### config.mk
export PLATFORM = sky130hd
export DESIGN_NAME = risc16_cycle_sequencer
export DESIGN_NICKNAME = d
export VERILOG_FILES = /design/src/rtl/risc16_cycle_sequencer.sv
export SDC_FILE = /design/constraint.sdc
export NUM_CORES = 1
export LEC_CHECK = 0
export CORE_MARGIN = 2
export CORE_UTILIZATION = 47
export CTS_BUF_LIST = sky130_fd_sc_hd__clkbuf_16
export CTS_CLUSTER_DIAMETER = 200
export DETAILED_ROUTE_END_ITERATION = 7
export PLACE_DENSITY = 0.78
export SYNTH_ARGS = -nofsm -noshare
export SYNTH_HDL_FRONTEND = slang
export SYNTH_SLANG_ARGS = --single-unit
### constraint.sdc
create_clock -name clk -period 2.1 [get_ports clk]
set_clock_uncertainty 0.15 [all_clocks]
set_input_delay 0.315 -clock clk [delete_from_list [all_inputs] [get_ports clk]]
set_output_delay 0.315 -clock clk [all_outputs]
set_load 0.05 [all_outputs]
### src/rtl/risc16_cycle_sequencer.sv
// Multi-cycle FETCH/EXEC sequencer for the RiSC-16 core: generates the IR/PC load strobes
// and the committed RF/DMEM write enables, and counts retired instructions.
module risc16_cycle_sequencer #(
    parameter int CNT_W = 16
) (
    input  logic             clk,
    input  logic             rst,
    input  logic             run,
    input  logic             hold,
    input  logic [1:0]       wait_cycle,
    input  logic             werf,
    input  logic             wedmem,
    output logic             ir_load,
    output logic             pc_load,
    output logic             rf_we_n,
    output logic             dmem_we_n,
    output logic             busy,
    output logic [1:0]       phase,
    output logic [CNT_W-1:0] retire_cnt
);

    typedef enum logic [1:0] {
        IDLE  = 2'd0,
        FETCH = 2'd1,
        EXEC  = 2'd2
    } state_t;

    state_t     state, state_nxt;
    logic [1:0] cnt, cnt_nxt;
    logic       commit;

    always_ff @(posedge clk or posedge rst) begin
        if (rst) begin
            state      <= IDLE;
            cnt        <= 2'd0;
            retire_cnt <= '0;
        end else begin
            state <= state_nxt;
            cnt   <= cnt_nxt;
            if (commit)
                retire_cnt <= retire_cnt + CNT_W'(1);
        end
    end

    // hold suppresses every transition and strobe; the state only shows through busy/phase.
    always_comb begin
        state_nxt = state;
        cnt_nxt   = cnt;
        commit    = 1'b0;
        ir_load   = 1'b0;
        pc_load   = 1'b0;
        rf_we_n   = 1'b1;
        dmem_we_n = 1'b1;
        if (!hold) begin
            case (state)
                IDLE: begin
                    if (run)
                        state_nxt = FETCH;
                end
                FETCH: begin
                    ir_load   = 1'b1;
                    state_nxt = EXEC;
                    cnt_nxt   = 2'd0;
                end
                EXEC: begin
                    // >= so a wait_cycle lowered below cnt mid-instruction still commits.
                    if (cnt >= wait_cycle) begin
                        commit    = 1'b1;
                        pc_load   = 1'b1;
                        rf_we_n   = werf;
                        dmem_we_n = wedmem;
                        state_nxt = run ? FETCH : IDLE;
                    end else begin
                        cnt_nxt = cnt + 2'd1;
                    end
                end
                default: state_nxt = IDLE;
            endcase
        end
    end

    assign busy  = (state != IDLE);
    assign phase = state;

endmodule

==> impl_metrics.ini <==
[outcome]
result_of_the_run = finished with violations
violations_in_the_final_reports = setup timing

[yosys]
total_nets_after_synthesis = 115
synth_cell_type_count = 36
commonest_cells_post_synth = 20 x dfrtp_1, 11 x xor2_1, 8 x nand3_1, 7 x nand2_1, 6 x nor4_2
fraction_of_the_yosys_area_taken_by_sequential_cells_pct = 43.8
postSynthAreaPerCell_um2 = 11.0
postSynthCellCount = 104
asyncSetResetFlopFracSynth_pct = 100
synth_area_leaders = dfrtp_1 44%, xor2_1 8.4%, nor4_2 6.6%, nand3_1 3.5%, ha_1 3.3%
count_of_flip_flops_with_a_built_in_enable_after_synthesis = 0
synth_largest_area_cell = dfrtp_1
post_synth_instance_area_um2 = 1140
synth_top_area_share_pct = 43.8
postSynth.topFlopCell = dfrtp_1
synth.most_common_cell = dfrtp_1
ys_seq_elements = 20
yosys_warnings = 0

[power]
power.static_leakage_nw = 0.787
switching_power_mw = 0.882
internal-power_mw = 1.16
seq_power_share_pct = 29.9
switching_share_pct = 43.1
pwr-share-comb_pct = 50.8
worst_vdd_ir_mv = 0.951
power.share.clock_pct = 19.3
power_density_over_the_cells_nw_per_um2 = 1190

[sta]
number_of_max_slew_violations_in_the_final_report = 0
final_hold_viol_count = 0
final.period_utilization_pct = 102
worst_slew_margin_rel_pct = 65.0
grt_setup_unrepaired = true
post-route-min-period_ps = 2140
finalSetupViolations = 2
max_freq_mhz = 466
finalWorstSetupSlack_ps = -43.9
tightest_slew_ps = 523

[grt]
globalRouteOverflowTotal = 0
grt_pass1_wl_mm = 4.32
first_global_vias = 915
number_of_antenna_violations_at_the_first_check_in_global_routing = 0
globalRouteTotalUtil_pct = 21.4
grt_start_max_net_pins = 21

[worst_setup_path]
required_ps = 1630
crit_path_start = cnt[0]
setup.worst_path.end_class = primary output
crit_slowest_cell = dfrtp_1
timing.critical_path.buf_inv = 3
ff2ff_setup_slack_ps = 50
startpoint_type = register
cpLargestDelayFamily = flip-flops
critPathCapture = dmem_we_n
slowest_delay_ps = 410
timing_worst_setup_path_type = reg2out
cp_data_arrival_time_ps = 1680
r2r_end = retire_cnt[5]
worst-r2r-cell-count = 8
path_cells = inv_2 -> ha_4 -> nand2b_4 -> a21oi_4 -> nor3_4 -> buf_12 -> nand2b_4 -> buf_12
r2r_start = cnt[0]
maximum_fanout_count_along_the_critical_path = 5
path_depth = 8

[routing]
post_drt_via_cell_ratio = 5.66
wl_final_mm = 2.77
dr.first_iter.drc_count = 18
wl_per_cell_um = 16.1
topRoutingLayerUsed = met4
firstDrtPassIters = 4
met1Wirelength_mm = 1.22
length_of_routed_met3_wiring_um = 129
dr_wl_met2_mm = 1.36
num_vias = 974
final_antenna_net_count = 0
drc = 0

[layout]
drive_gt1_share_pct = 30.6
final_nets = 156
post_layout_nonfiller_instances = 172
final_util_pct = 76.1
area_delta_synth_final_pct = 50.3
layout.cell_area.non_filler_um2 = 1720
antennaDiodeCount = 0

[flow_run]
maxCapViolations = 0

[placed_design]
gp_routability_congestion = 0.805
numPortBuffers = 30
dp.final_hpwl_mm = 1.83
cell_area_after_placement_um2 = 1580
placed_cells_incl_taps = 164

[floorplanning]
die_x_um = 53.3
design.portCount = 31
die_h_um = 53.3
row_count = 17
initial_utilization_pct = 50.7
core-area_um2 = 2250
design.die.area_um2 = 2840

[clock_network]
cts.reportedPaths.clkPinSlew_ps = 60
cts_tree = done
tritoncts.num_buffers = 3
clock_tree.root_cell = clkbuf_16
cts.sinks = 20
clock_path_buffers = 2
clkLatencyLatePin_ps = 260
cts_max_level = 1
cts.hold.buffers_added = 0

[min_path]
hold_path.class = in2async
-- state kept, by name, summed over array words and instances, names as in the netlist --
signal and flops:
retire_cnt 16, phase 2, cnt 2
-- worst min path at each step --
stage,end,from,cells after the start
after floorplan,cnt[0],rst,1
after global placement,retire_cnt[15],retire_cnt[15],1
after detailed placement,retire_cnt[15],retire_cnt[15],1
after CTS,retire_cnt[8],rst,3
after global routing,retire_cnt[4],rst,3
final,retire_cnt[4],rst,3
-- power groups by stage --
stage          clock [mW]  combinational (mW)  sequential (mW)
6_report            0.395                1.04            0.612
3_3_place_gp            0               0.931            0.605
5_1_grt             0.406                1.09            0.628
4_1_cts             0.399                1.00            0.608
3_5_place_dp            0               0.951            0.612
2_1_floorplan           0               0.522            0.734
-- through the flow --
step                hold WS (ps)  setup WS [ps]  setup TNS [ps]  power, mW
finish                       244          -43.9           -86.6       2.04
global route                 301          -85.0            -204       2.12
CTS                          257          -49.5           -96.9       2.01
detailed placement           318           -102            -560       1.56
global placement             306          -86.8            -288       1.54
floorplan                    129          -83.8            -226       1.26
-- logic make-up after synthesis --
family,share of synthesized area [%]
xor gates and xnor gates,11.5
AOI/OAI and AO/OA,6.57
adders and majority gates,3.29
DFF,43.8
and+or+nand+nor,31.1
muxes,0.986
buffers and inverters,2.74
-- layer usage --
layer / global-route usage (%) / vias up
met5: 0 / -
met4: 10.3 / 0
met3: 3.11 / 5
met2: 35.0 / 38
met1: 27.5 / 480
li1: - / 451
-- worst min-delay path, cell delays in order --
cell	delay (ps)
clkdlybuf4s50_1	400
inv_1	50
buf_4	260
-- layout by cell type (no fill, tap or decap), types with 3 or more instances in the layout --
cell / netlist / final
and3_1: 3 / 3
buf_12: 0 / 5
buf_4: 0 / 11
clkbuf_16: 0 / 3
clkdlybuf4s50_1: 0 / 21
dfrtp_1: 20 / 18
nand2_1: 7 / 7
nand2b_4: 1 / 4
nand3_1: 8 / 8
nand4_1: 3 / 3
nor2_1: 4 / 4
nor4_2: 6 / 6
xnor2_1: 4 / 4
xor2_1: 11 / 11
-- cell type report --
class / instances / area (um^2)
Multi-Input combinational cell: 78 / 674
Fill cell: 168 / 538
Sequential cell: 20 / 503
Timing Repair Buffer: 39 / 414
Clock buffer: 3 / 75.1
Tap cell: 28 / 35.0
Inverter: 3 / 11.3
Clock inverter: 1 / 3.75
-- repair_timing --
action,in CTS,in global routing
setup buffers,3,2
pin swaps,0,0
gates cloned,0,0
resized for setup,3,2
hold endpoints to repair,0,0
endpoints found under the setup margin,3,6
(Power assumes the default switching activity.)
